$ cat config.mk
export PLATFORM = sky130hd
export DESIGN_NAME = control_sequencer_flat
export DESIGN_NICKNAME = d
export VERILOG_FILES = /design/src/rtl/cpu_ctrl_pkg.sv /design/src/rtl/control_sequencer_if.sv /design/src/rtl/control_sequencer_decode.sv /design/src/rtl/control_sequencer.sv /design/src/flat_wrapper.sv
export SDC_FILE = /design/constraint.sdc
export NUM_CORES = 1
export LEC_CHECK = 0
export BUFFER_PORTS_ARGS = -buffer_cell sky130_fd_sc_hd__buf_2
export CORE_MARGIN = 2
export CORE_UTILIZATION = 56
export CTS_BUF_LIST = sky130_fd_sc_hd__clkbuf_4 sky130_fd_sc_hd__clkbuf_8
export DETAILED_ROUTE_END_ITERATION = 8
export PLACE_DENSITY = 0.95
export SYNTH_ARGS = -nofsm -noshare
export SYNTH_HDL_FRONTEND = slang
export SYNTH_HIERARCHICAL = 1
export SYNTH_SLANG_ARGS = --single-unit
export TNS_END_PERCENT = 30
$ cat constraint.sdc
create_clock -name Clock -period 5.1 [get_ports Clock]
set_clock_uncertainty 0.05 [all_clocks]
set_input_delay 0.765 -clock Clock [delete_from_list [all_inputs] [get_ports Clock]]
set_output_delay 0.765 -clock Clock [all_outputs]
set_load 0.05 [all_outputs]
$ cat src/rtl/cpu_ctrl_pkg.sv
`default_nettype none
// =============================================================================
// Module  : cpu_ctrl_pkg
// Brief   : Opcodes, ALU codes, sequencer state codes and instruction classes
// Rev     : 1.0  initial release
// =============================================================================
package cpu_ctrl_pkg;

   localparam int STATE_W = 6;

   localparam logic [4:0] OP_LD   = 5'b00000, OP_LDI  = 5'b00001, OP_ST   = 5'b00010,
                          OP_ADD  = 5'b00011, OP_SUB  = 5'b00100, OP_AND  = 5'b00101,
                          OP_OR   = 5'b00110, OP_ROR  = 5'b00111, OP_ROL  = 5'b01000,
                          OP_SHR  = 5'b01001, OP_SHRA = 5'b01010, OP_SHL  = 5'b01011,
                          OP_ADDI = 5'b01100, OP_ANDI = 5'b01101, OP_ORI  = 5'b01110,
                          OP_DIV  = 5'b01111, OP_MUL  = 5'b10000, OP_NEG  = 5'b10001,
                          OP_NOT  = 5'b10010, OP_BR   = 5'b10011, OP_JAL  = 5'b10100,
                          OP_JR   = 5'b10101, OP_IN   = 5'b10110, OP_OUT  = 5'b10111,
                          OP_MFLO = 5'b11000, OP_MFHI = 5'b11001, OP_NOP  = 5'b11010,
                          OP_HALT = 5'b11011;

   localparam logic [4:0] ALU_ADD = OP_ADD, ALU_SUB = OP_SUB, ALU_AND = OP_AND,
                          ALU_OR  = OP_OR,  ALU_ROR = OP_ROR, ALU_ROL = OP_ROL,
                          ALU_SHR = OP_SHR, ALU_SHRA = OP_SHRA, ALU_SHL = OP_SHL,
                          ALU_DIV = OP_DIV, ALU_MUL = OP_MUL, ALU_NEG = OP_NEG,
                          ALU_NOT = OP_NOT;

   // T-states are consecutive so an execute step advances by +1
   localparam logic [STATE_W-1:0] S_RESET = 6'd0,  S_T0 = 6'd1, S_T1 = 6'd2, S_T2 = 6'd3,
                                  S_T3    = 6'd4,  S_T4 = 6'd5, S_T5 = 6'd6, S_T6 = 6'd7,
                                  S_T7    = 6'd8,  S_HALT = 6'd9, S_STOPPED = 6'd10;

   typedef struct packed {
      logic alur, alui, muldiv, unary, ld, ldi, st, br;
      logic jr, jal, io_in, io_out, mflo, mfhi, nop, halt;
   } instr_class_t;

   function automatic logic [STATE_W-1:0] last_step(input instr_class_t c);
      if (c.ld | c.st)                return S_T7;
      if (c.muldiv | c.br)            return S_T6;
      if (c.alur | c.alui | c.ldi)    return S_T5;
      if (c.unary | c.jal)            return S_T4;
      return S_T3;
   endfunction

endpackage
`default_nettype wire

$ cat src/rtl/control_sequencer_if.sv
`default_nettype none
// =============================================================================
// Module  : control_sequencer_if
// Brief   : Control bus between the sequencer (master) and new_datapath (slave)
// Rev     : 1.0  initial release
// =============================================================================
interface control_sequencer_if;
   logic [31:0] IR;
   logic        CONout, Stop, Run;
   logic        PCout, PCin, PCinc, MARin, MDRin, MDRout, Read, write, IRin;
   logic        Yin, Zin, Zhiout, Zloout, HIin, HIout, LOin, LOout;
   logic        Gra, Grb, Grc, Rout, Rin, BAout, Cout, CONin, OUT_portin, IN_portout;
   logic [4:0]  ALUControl;

   modport master (
      input  IR, CONout, Stop,
      output Run, PCout, PCin, PCinc, MARin, MDRin, MDRout, Read, write, IRin,
             Yin, Zin, Zhiout, Zloout, HIin, HIout, LOin, LOout,
             Gra, Grb, Grc, Rout, Rin, BAout, Cout, CONin, OUT_portin, IN_portout,
             ALUControl
   );

   modport slave (
      output IR, CONout, Stop,
      input  Run, PCout, PCin, PCinc, MARin, MDRin, MDRout, Read, write, IRin,
             Yin, Zin, Zhiout, Zloout, HIin, HIout, LOin, LOout,
             Gra, Grb, Grc, Rout, Rin, BAout, Cout, CONin, OUT_portin, IN_portout,
             ALUControl
   );
endinterface
`default_nettype wire

$ cat src/rtl/control_sequencer_decode.sv
`default_nettype none
// =============================================================================
// Module  : instr_class_decode
// Brief   : Opcode to one-hot instruction class and T4 ALU operation
// Rev     : 1.0  initial release
// =============================================================================
module instr_class_decode
   import cpu_ctrl_pkg::*;
(
   input  logic [4:0]   opcode,
   output instr_class_t cls,
   output logic [4:0]   alu_ctrl
);

   always_comb begin
      cls      = '0;
      alu_ctrl = 5'b00000;
      case (opcode)
         OP_ADD, OP_SUB, OP_AND, OP_OR, OP_ROR, OP_ROL, OP_SHR, OP_SHRA, OP_SHL: begin
            cls.alur = 1'b1;
            alu_ctrl = opcode;
         end
         OP_ADDI: begin cls.alui = 1'b1; alu_ctrl = ALU_ADD; end
         OP_ANDI: begin cls.alui = 1'b1; alu_ctrl = ALU_AND; end
         OP_ORI:  begin cls.alui = 1'b1; alu_ctrl = ALU_OR;  end
         OP_MUL, OP_DIV: begin cls.muldiv = 1'b1; alu_ctrl = opcode; end
         OP_NEG, OP_NOT: begin cls.unary  = 1'b1; alu_ctrl = opcode; end
         // address and branch-target arithmetic all use the adder
         OP_LD:   begin cls.ld  = 1'b1; alu_ctrl = ALU_ADD; end
         OP_LDI:  begin cls.ldi = 1'b1; alu_ctrl = ALU_ADD; end
         OP_ST:   begin cls.st  = 1'b1; alu_ctrl = ALU_ADD; end
         OP_BR:   begin cls.br  = 1'b1; alu_ctrl = ALU_ADD; end
         OP_JR:   cls.jr     = 1'b1;
         OP_JAL:  cls.jal    = 1'b1;
         OP_IN:   cls.io_in  = 1'b1;
         OP_OUT:  cls.io_out = 1'b1;
         OP_MFLO: cls.mflo   = 1'b1;
         OP_MFHI: cls.mfhi   = 1'b1;
         OP_HALT: cls.halt   = 1'b1;
         default: cls.nop    = 1'b1;
      endcase
   end

endmodule
`default_nettype wire

$ cat src/rtl/control_sequencer.sv
`default_nettype none
// =============================================================================
// Module  : control_sequencer
// Brief   : Hardwired fetch/decode/execute control unit for new_datapath
// Rev     : 1.0  initial release
// =============================================================================
module control_sequencer
   import cpu_ctrl_pkg::*;
(
   input  logic               Clock,
   input  logic               GlobalReset,
   control_sequencer_if.master bus
);

   logic [STATE_W-1:0] r_state, w_next, w_to_t0;
   logic               r_held;
   instr_class_t       r_cls, w_cls;
   logic [4:0]         r_alu, w_alu;
   logic               w_addr;

   instr_class_decode u_decode (
      .opcode   (bus.IR[31:27]),
      .cls      (w_cls),
      .alu_ctrl (w_alu)
   );

   // Stop only takes effect at an instruction boundary
   assign w_to_t0 = bus.Stop ? S_STOPPED : S_T0;

   always_comb begin
      w_next = S_RESET;
      case (r_state)
         S_RESET:   w_next = r_held ? S_RESET : w_to_t0;
         S_T0:      w_next = S_T1;
         S_T1:      w_next = S_T2;
         S_T2:      w_next = w_cls.halt ? S_HALT : S_T3;
         S_T3, S_T4, S_T5, S_T6, S_T7:
                    w_next = (r_state == last_step(r_cls)) ? w_to_t0 : r_state + STATE_W'(1);
         S_HALT:    w_next = S_HALT;
         S_STOPPED: w_next = bus.Stop ? S_STOPPED : S_T0;
         default:   w_next = S_RESET;
      endcase
   end

   // r_held marks cycles whose preceding edge saw reset; Run stays low there
   always_ff @(posedge Clock) begin
      if (GlobalReset) begin
         r_state <= S_RESET;
         r_held  <= 1'b1;
         r_cls   <= '0;
         r_alu   <= 5'b00000;
      end else begin
         r_state <= w_next;
         r_held  <= 1'b0;
         if (r_state == S_T2) begin
            r_cls <= w_cls;
            r_alu <= w_alu;
         end
      end
   end

   assign bus.Run = ~r_held & (r_state != S_HALT) & (r_state != S_STOPPED);
   assign w_addr  = r_cls.ld | r_cls.ldi | r_cls.st;

   always_comb begin
      {bus.PCout, bus.PCin, bus.PCinc, bus.MARin, bus.MDRin, bus.MDRout, bus.Read, bus.write,
       bus.IRin, bus.Yin, bus.Zin, bus.Zhiout, bus.Zloout, bus.HIin, bus.HIout, bus.LOin,
       bus.LOout, bus.Gra, bus.Grb, bus.Grc, bus.Rout, bus.Rin, bus.BAout, bus.Cout,
       bus.CONin, bus.OUT_portin, bus.IN_portout, bus.ALUControl} = '0;
      case (r_state)
         S_T0: begin bus.PCout = 1'b1; bus.MARin = 1'b1; bus.PCinc = 1'b1; end
         S_T1: begin bus.Read = 1'b1; bus.MDRin = 1'b1; end
         S_T2: begin bus.MDRout = 1'b1; bus.IRin = 1'b1; end
         S_T3: begin
            bus.Gra  = r_cls.muldiv | r_cls.br | r_cls.jr | r_cls.io_in | r_cls.io_out
                     | r_cls.mflo | r_cls.mfhi;
            bus.Grb  = r_cls.alur | r_cls.alui | r_cls.unary | w_addr | r_cls.jal;
            bus.Rout = r_cls.alur | r_cls.alui | r_cls.muldiv | r_cls.unary | r_cls.br
                     | r_cls.jr | r_cls.io_out;
            bus.Rin  = r_cls.jal | r_cls.io_in | r_cls.mflo | r_cls.mfhi;
            bus.Yin  = r_cls.alur | r_cls.alui | r_cls.muldiv | w_addr;
            bus.Zin        = r_cls.unary;
            bus.BAout      = w_addr;
            bus.CONin      = r_cls.br;
            bus.PCin       = r_cls.jr;
            bus.PCout      = r_cls.jal;
            bus.IN_portout = r_cls.io_in;
            bus.OUT_portin = r_cls.io_out;
            bus.LOout      = r_cls.mflo;
            bus.HIout      = r_cls.mfhi;
            if (r_cls.unary) bus.ALUControl = r_alu;
         end
         S_T4: begin
            bus.Gra    = r_cls.unary | r_cls.jal;
            bus.Grb    = r_cls.muldiv;
            bus.Grc    = r_cls.alur;
            bus.Rout   = r_cls.alur | r_cls.muldiv | r_cls.jal;
            bus.Rin    = r_cls.unary;
            bus.Zin    = r_cls.alur | r_cls.alui | r_cls.muldiv | w_addr;
            bus.Cout   = r_cls.alui | w_addr;
            bus.Zloout = r_cls.unary;
            bus.PCout  = r_cls.br;
            bus.Yin    = r_cls.br;
            bus.PCin   = r_cls.jal;
            if (r_cls.alur | r_cls.alui | r_cls.muldiv | w_addr) bus.ALUControl = r_alu;
         end
         S_T5: begin
            bus.Zloout = r_cls.alur | r_cls.alui | r_cls.muldiv | w_addr;
            bus.Gra    = r_cls.alur | r_cls.alui | r_cls.ldi;
            bus.Rin    = r_cls.alur | r_cls.alui | r_cls.ldi;
            bus.LOin   = r_cls.muldiv;
            bus.MARin  = r_cls.ld | r_cls.st;
            bus.Cout   = r_cls.br;
            bus.Zin    = r_cls.br;
            if (r_cls.br) bus.ALUControl = r_alu;
         end
         S_T6: begin
            bus.Zhiout = r_cls.muldiv;
            bus.HIin   = r_cls.muldiv;
            bus.Read   = r_cls.ld;
            bus.MDRin  = r_cls.ld | r_cls.st;
            bus.Gra    = r_cls.st;
            bus.Rout   = r_cls.st;
            // branch commits only when the CON flip-flop says taken
            bus.Zloout = r_cls.br & bus.CONout;
            bus.PCin   = r_cls.br & bus.CONout;
         end
         S_T7: begin
            bus.MDRout = r_cls.ld;
            bus.Gra    = r_cls.ld;
            bus.Rin    = r_cls.ld;
            bus.write  = r_cls.st;
         end
         default: ;
      endcase
   end

endmodule
`default_nettype wire

$ cat src/flat_wrapper.sv
// flat-port wrapper written by rule: the top's interface ports become plain ports
module control_sequencer_flat import cpu_ctrl_pkg::*;
  (Clock, GlobalReset, bus_IR, bus_CONout, bus_Stop, bus_Run, bus_PCout, bus_PCin, bus_PCinc, bus_MARin, bus_MDRin, bus_MDRout, bus_Read, bus_write, bus_IRin, bus_Yin, bus_Zin, bus_Zhiout, bus_Zloout, bus_HIin, bus_HIout, bus_LOin, bus_LOout, bus_Gra, bus_Grb, bus_Grc, bus_Rout, bus_Rin, bus_BAout, bus_Cout, bus_CONin, bus_OUT_portin, bus_IN_portout, bus_ALUControl);
  control_sequencer_if bus_i ();
  input  logic Clock;
  input  logic GlobalReset;
  input wire logic [$bits(bus_i.IR)-1:0] bus_IR;
  input wire logic [$bits(bus_i.CONout)-1:0] bus_CONout;
  input wire logic [$bits(bus_i.Stop)-1:0] bus_Stop;
  output wire logic [$bits(bus_i.Run)-1:0] bus_Run;
  output wire logic [$bits(bus_i.PCout)-1:0] bus_PCout;
  output wire logic [$bits(bus_i.PCin)-1:0] bus_PCin;
  output wire logic [$bits(bus_i.PCinc)-1:0] bus_PCinc;
  output wire logic [$bits(bus_i.MARin)-1:0] bus_MARin;
  output wire logic [$bits(bus_i.MDRin)-1:0] bus_MDRin;
  output wire logic [$bits(bus_i.MDRout)-1:0] bus_MDRout;
  output wire logic [$bits(bus_i.Read)-1:0] bus_Read;
  output wire logic [$bits(bus_i.write)-1:0] bus_write;
  output wire logic [$bits(bus_i.IRin)-1:0] bus_IRin;
  output wire logic [$bits(bus_i.Yin)-1:0] bus_Yin;
  output wire logic [$bits(bus_i.Zin)-1:0] bus_Zin;
  output wire logic [$bits(bus_i.Zhiout)-1:0] bus_Zhiout;
  output wire logic [$bits(bus_i.Zloout)-1:0] bus_Zloout;
  output wire logic [$bits(bus_i.HIin)-1:0] bus_HIin;
  output wire logic [$bits(bus_i.HIout)-1:0] bus_HIout;
  output wire logic [$bits(bus_i.LOin)-1:0] bus_LOin;
  output wire logic [$bits(bus_i.LOout)-1:0] bus_LOout;
  output wire logic [$bits(bus_i.Gra)-1:0] bus_Gra;
  output wire logic [$bits(bus_i.Grb)-1:0] bus_Grb;
  output wire logic [$bits(bus_i.Grc)-1:0] bus_Grc;
  output wire logic [$bits(bus_i.Rout)-1:0] bus_Rout;
  output wire logic [$bits(bus_i.Rin)-1:0] bus_Rin;
  output wire logic [$bits(bus_i.BAout)-1:0] bus_BAout;
  output wire logic [$bits(bus_i.Cout)-1:0] bus_Cout;
  output wire logic [$bits(bus_i.CONin)-1:0] bus_CONin;
  output wire logic [$bits(bus_i.OUT_portin)-1:0] bus_OUT_portin;
  output wire logic [$bits(bus_i.IN_portout)-1:0] bus_IN_portout;
  output wire logic [$bits(bus_i.ALUControl)-1:0] bus_ALUControl;
  assign bus_i.IR = bus_IR;
  assign bus_i.CONout = bus_CONout;
  assign bus_i.Stop = bus_Stop;
  assign bus_Run = bus_i.Run;
  assign bus_PCout = bus_i.PCout;
  assign bus_PCin = bus_i.PCin;
  assign bus_PCinc = bus_i.PCinc;
  assign bus_MARin = bus_i.MARin;
  assign bus_MDRin = bus_i.MDRin;
  assign bus_MDRout = bus_i.MDRout;
  assign bus_Read = bus_i.Read;
  assign bus_write = bus_i.write;
  assign bus_IRin = bus_i.IRin;
  assign bus_Yin = bus_i.Yin;
  assign bus_Zin = bus_i.Zin;
  assign bus_Zhiout = bus_i.Zhiout;
  assign bus_Zloout = bus_i.Zloout;
  assign bus_HIin = bus_i.HIin;
  assign bus_HIout = bus_i.HIout;
  assign bus_LOin = bus_i.LOin;
  assign bus_LOout = bus_i.LOout;
  assign bus_Gra = bus_i.Gra;
  assign bus_Grb = bus_i.Grb;
  assign bus_Grc = bus_i.Grc;
  assign bus_Rout = bus_i.Rout;
  assign bus_Rin = bus_i.Rin;
  assign bus_BAout = bus_i.BAout;
  assign bus_Cout = bus_i.Cout;
  assign bus_CONin = bus_i.CONin;
  assign bus_OUT_portin = bus_i.OUT_portin;
  assign bus_IN_portout = bus_i.IN_portout;
  assign bus_ALUControl = bus_i.ALUControl;
  control_sequencer u_core (.Clock(Clock), .GlobalReset(GlobalReset), .bus(bus_i));
endmodule
==> results.sh, run 1 <==
export IMPL_status="finished, final reports clean"
export IMPL_top_layer_used="met4"
export IMPL_clock_sinks=26
export IMPL_swShare_pct=24.0
export IMPL_syn_avg_cell_area_sq_um=7.09
export IMPL_p_switching_mw=0.0820
export IMPL_die_h_um=62.8
export IMPL_synthToLayoutAreaGrowth_pct=10.8
export IMPL_syn_inst=273
export IMPL_worstSetupStartpointType="flop"
export IMPL_crit_required_ns=4.28
export IMPL_dr_first_iter_drc_count=399
export IMPL_clockBufferDepth=2
export IMPL_grt_max_degree=24
export IMPL_arrival_ns=2.84
export IMPL_wl_met1_mm=2.19
export IMPL_cp_max_fo=21
export IMPL_criticalPathCategory="flop to output pin"
export IMPL_cts_hold_buf=0
export IMPL_dieArea_sq_um=3940
export IMPL_ys_warn_count=6
export IMPL_ctsResizeCount=0
export IMPL_numPortBuffers=41
export IMPL_vias_per_cell=6.00
export IMPL_start_util_pct=58.0
export IMPL_antenna_found_initial=0
export IMPL_power_density_nw_per_um2=159
export IMPL_drv_slew=0
export IMPL_seqPwrFrac_pct=60.6
export IMPL_critPathBufInv=2
export IMPL_hold_violations=0
export IMPL_cts_root_buffer="clkbuf_4"
export IMPL_core_area_sq_um=3340
export IMPL_fin_crit_ns=3.66
export IMPL_ir_drop_v=0.000102
export IMPL_cp_slowest_cell="inv_1"
export IMPL_die_x_um=62.8
export IMPL_post_cts_buffers=0
export IMPL_io_pins=69
export IMPL_path_cells="or3_1, nor2_1, nand2_1, inv_1, buf_2"
export IMPL_cts_made_buffers=3
export IMPL_finalCritPeriodShare_pct=71.7
export IMPL_layout_nets=340
export IMPL_cpLargestDelayFamily="simple AND/OR/NAND/NOR gates"
export IMPL_rows=21
export IMPL_drc=0
export IMPL_p_clk_share_pct=30.1
export IMPL_path_clk_slew_ns=0.14
export IMPL_post_place_cells=341
export IMPL_rsz0062_at_grt="false"
export IMPL_syn_area_sq_um=1940
export IMPL_grt_first_pass_wirelength_mm=8.17
export IMPL_whs_ns=0.415
export IMPL_power_leakage_nw=0.902
export IMPL_diodes=0
export IMPL_max_freq_mhz=274
export IMPL_drive_above_1_share_pct=19.7
export IMPL_grt_pass1_vias=1760
export IMPL_wl_met2_mm=2.34
export IMPL_gp_congestion=0.899
export IMPL_avgRoutedWirePerCell_um=14.4
export IMPL_grt_use_total_pct=25.3
export IMPL_slowest_delay_ns=0.62
export IMPL_comb_power_share_pct=9.2
export IMPL_htree_levels=1
export IMPL_setup_viol=0
export IMPL_dp_final_hpwl_mm=3.52
export IMPL_end_kind="output pin"
export IMPL_drt_total_wl_mm=4.98
export IMPL_overflow=0
export IMPL_hold_class="flop to flop"
export IMPL_wl_met3_um=403
export IMPL_p_int_mw=0.259
export IMPL_cts_tree="done"
export IMPL_tightestPinTransition_ns=0.685
export IMPL_finalSetupTns_ns=0
export IMPL_max_cap_violations=0
export IMPL_relSlewSlack_pct=54.2
export IMPL_ant_nets=0
export IMPL_dr_pass1_iters=5
export IMPL_fin_cells=345
export IMPL_clk_latency_ns=0.31
export IMPL_num_vias=2071
-- power groups by stage --
stage	Clock, mW	Combinational [mW]	Sequential (mW)
6_report	0.103	0.0315	0.207
5_1_grt	0.114	0.0346	0.207
4_1_cts	0.104	0.0309	0.207
3_5_place_dp	0	0.0306	0.211
3_3_place_gp	0	0.0295	0.211
2_1_floorplan	0	0.0225	0.211
-- registers in the layout, summed over array words and instances (netlist names) --
name and flops:
u_core/r_held 1, u_core/r_state 6, u_core/r_cls 14, u_core/r_alu 5
-- cell usage in the layout (no fill, tap or decap), types with 6 or more instances in the layout --
cell	n
dfxtp_1	26
and3_1	9
a21oi_1	28
nand2_1	49
and2_1	10
nor3_1	7
o21ai_0	8
buf_2	41
inv_1	6
nand3_1	9
nor2_1	25
-- final timing paths --
path                     startpoint         endpoint  slack [ns]  depth (start not counted)
setup / recovery  u_core/r_state[3]         bus_IRin        1.44                          5
setup reg to reg  u_core/r_state[3]  u_core/r_cls[2]        2.52                          6
hold reg to reg     u_core/r_alu[3]  u_core/r_alu[3]        0.41                          2
hold / removal      u_core/r_alu[3]  u_core/r_alu[3]        0.41                          2
-- through the flow --
| step | worst slack [ns] | cell area, sq um | utilization, % | power, mW |
|---|---|---|---|---|
| final | 1.44 | 2140 | 64.3 | 0.341 |
| after detailed placement | 1.87 | 2110 | 63.2 | 0.242 |
| after global routing | 1.25 | 2140 | 64.3 | 0.355 |
| after global placement | 1.93 | 2110 | 63.2 | 0.240 |
| after floorplan | 1.80 | 1940 | - | 0.233 |
| after CTS | 1.51 | 2140 | 64.3 | 0.342 |
-- worst min-delay path, delay by kind of cell (launching register included) --
kind | cells | cell delay, ns
and+or+nand+nor | 1 | 0.05
DFF | 1 | 0.33
AOI/OAI and AO/OA | 1 | 0.05
-- layer usage --
| metal | vias to the layer above | track usage (%) |
|---|---|---|
| met3 | 6 | 2.70 |
| met4 | 0 | 8.33 |
| met2 | 102 | 40.5 |
| li1 | 1016 | - |
| met1 | 947 | 35.7 |
| met5 | - | 0 |
-- cell type report --
type / count / area, sq um
inverters: 6 / 22.5
clock buffers: 4 / 36.3
repair buffers: 42 / 213
multi-input cells: 221 / 1290
well taps: 46 / 57.6
flip-flops and latches: 26 / 520
fillers: 321 / 1190
Power figures use the tool's default switching activity.
==> run 2: changes to the inputs <==
CORE_UTILIZATION = 52   (was 56)
PLACE_DENSITY = 0.91   (was 0.95)
clock period = 3.67 ns   (was 5.1 ns; I/O delays follow)
==> run 2 against run 1 <==
Global-route usage is 2.0 points lower. Final cell count increased by 0.87%. First-iteration DRC count fell by 44%. Non-clock buffer count is 1 higher. Register-to-register slack got worse by 1.1 ns. Power increased by 50%.
==> results.sh, run 2 (same netlist as run 1, synthesis figures left out) <==
export IMPL_drt_total_wl_mm=4.85
export IMPL_layout_nets=341
export IMPL_grt_first_pass_wirelength_mm=7.88
export IMPL_worst_slack_ns=0.682
export IMPL_vias_per_cell=5.99
export IMPL_final_common_cell="nand2_1"
export IMPL_worstSetupStartpointType="flop"
export IMPL_whs_ns=0.416
export IMPL_grt_max_degree=24
export IMPL_antenna_found_initial=0
export IMPL_clock_sinks=26
export IMPL_criticalPathCategory="flop to output pin"
export IMPL_avgRoutedWirePerCell_um=13.9
export IMPL_status="finished, final reports clean"
export IMPL_gp_congestion=0.893
export IMPL_arrival_ns=2.39
export IMPL_core_area_sq_um=3610
export IMPL_fillers=336
export IMPL_fin_crit_ns=2.99
export IMPL_ctsResizeCount=0
export IMPL_ff_latch_area_sq_um=520
export IMPL_tightestPinTransition_ns=0.694
export IMPL_grt_pass1_vias=1711
export IMPL_finalCritPeriodShare_pct=81.4
export IMPL_clockBufferDepth=2
export IMPL_overflow=0
export IMPL_start_util_pct=53.7
export IMPL_post_place_ws_ns=1.04
export IMPL_cp_max_fo=19
export IMPL_die_x_um=65.0
export IMPL_dp_final_hpwl_mm=3.46
export IMPL_power_density_nw_per_um2=236
export IMPL_finalSetupTns_ns=0
export IMPL_numPortBuffers=41
export IMPL_post_cts_buffers=0
export IMPL_rows=22
export IMPL_dr_pass1_iters=5
export IMPL_io_pins=69
export IMPL_largest_reg_flops=14
export IMPL_clk_latency_ns=0.27
export IMPL_htree_levels=1
export IMPL_cts_root_buffer="clkbuf_8"
export IMPL_drive_above_1_share_pct=20.0
export IMPL_grt_use_total_pct=23.3
export IMPL_ant_nets=0
export IMPL_regMostFlops="u_core/r_cls"
export IMPL_cp_slowest_cell="dfxtp_1"
export IMPL_power_leakage_nw=0.915
export IMPL_die_h_um=65.0
export IMPL_diodes=0
export IMPL_setup_viol=0
export IMPL_num_vias=2083
export IMPL_end_kind="output pin"
export IMPL_cts_tree="done"
export IMPL_slowest_delay_ns=0.59
export IMPL_hold_class="flop to flop"
export IMPL_drc=0
export IMPL_crit_required_ns=3.07
export IMPL_drv_slew=0
export IMPL_dr_first_iter_drc_count=225
export IMPL_synthToLayoutAreaGrowth_pct=12.3
export IMPL_max_cap_violations=0
export IMPL_max_freq_mhz=335
export IMPL_cts_hold_buf=0
export IMPL_multi_input_area_sq_um=1290
export IMPL_hold_violations=0
export IMPL_largestRegisters="u_core/r_cls: 14 flops, u_core/r_state: 6 flops, u_core/r_alu: 5 flops"
export IMPL_relSlewSlack_pct=53.6
export IMPL_mostFrequentLayoutCells="nand2_1 (49), buf_2 (41), a21oi_1 (28)"
export IMPL_path_cells="nor4b_2, buf_4, nand2_1, o211ai_1, and2_1, buf_2"
export IMPL_path_clk_slew_ns=0.09
export IMPL_dieArea_sq_um=4230
export IMPL_cts_made_buffers=3
export IMPL_rsz0062_at_grt="false"
export IMPL_ir_drop_v=0.000153
## run 2: changes by cell type in the layout (fill, tap and decap cells not counted)
cell,previous run,this run
buf_4,1,2
clkbuf_8,1,4
clkbuf_4,3,0
## run 2: final cells by class
cell class / instances / share of cell area, %
Inverter: 6 / 1.04
Clock buffer: 4 / 2.53
Timing Repair Buffer: 43 / 10.1
Sequential cell: 26 / 23.9
Multi-Input combinational cell: 221 / 59.6
Tap cell: 48 / 2.76
## run 2: worst paths after layout
| path | depth (start not counted) | to | start | slack, ns |
|---|---|---|---|---|
| hold reg to reg | 2 | u_core/r_alu[4] | u_core/r_alu[4] | 0.42 |
| hold / removal | 2 | u_core/r_alu[4] | u_core/r_alu[4] | 0.42 |
| setup reg to reg | 7 | u_core/r_cls[2] | u_core/r_state[3] | 1.41 |
| setup / recovery | 6 | bus_ALUControl[4] | u_core/r_state[2] | 0.68 |
## run 2: metal layers
layer / track usage, % / share of wire, % / wire length, um / up-vias
met2: 36.2 / 46 / 2220 / 118
li1: - / - / - / 1028
met5: 0 / 0 / 0 / -
met3: 3.65 / 8.3 / 404 / 6
met1: 33.0 / 45 / 2190 / 931
met4: 7.81 / 0.83 / 40 / 0
## run 2: power by group
part           internal, mW  total, mW  switching, mW
combinational        0.0151     0.0430         0.0279
sequential            0.284      0.287        0.00319
clock                0.0959      0.182         0.0864
## run 2: critical path, delay by kind of cell, from the launching register on
| kind | cells | cell delay, ns |
|---|---|---|
| buf+inv | 2 | 0.53 |
| flops | 1 | 0.59 |
| compound gates | 1 | 0.42 |
| simple gates | 3 | 0.58 |
## run 2: per-stage QoR
step | cell area, sq um | util, % | instances | power (mW)
2_1_floorplan | 1940 | - | 274 | 0.324
3_3_place_gp | 2120 | 58.7 | 344 | 0.334
3_5_place_dp | 2120 | 58.7 | 344 | 0.335
4_1_cts | 2170 | 60.3 | 348 | 0.516
5_1_grt | 2170 | 60.3 | 348 | 0.538
6_report | 2170 | 60.3 | 348 | 0.512
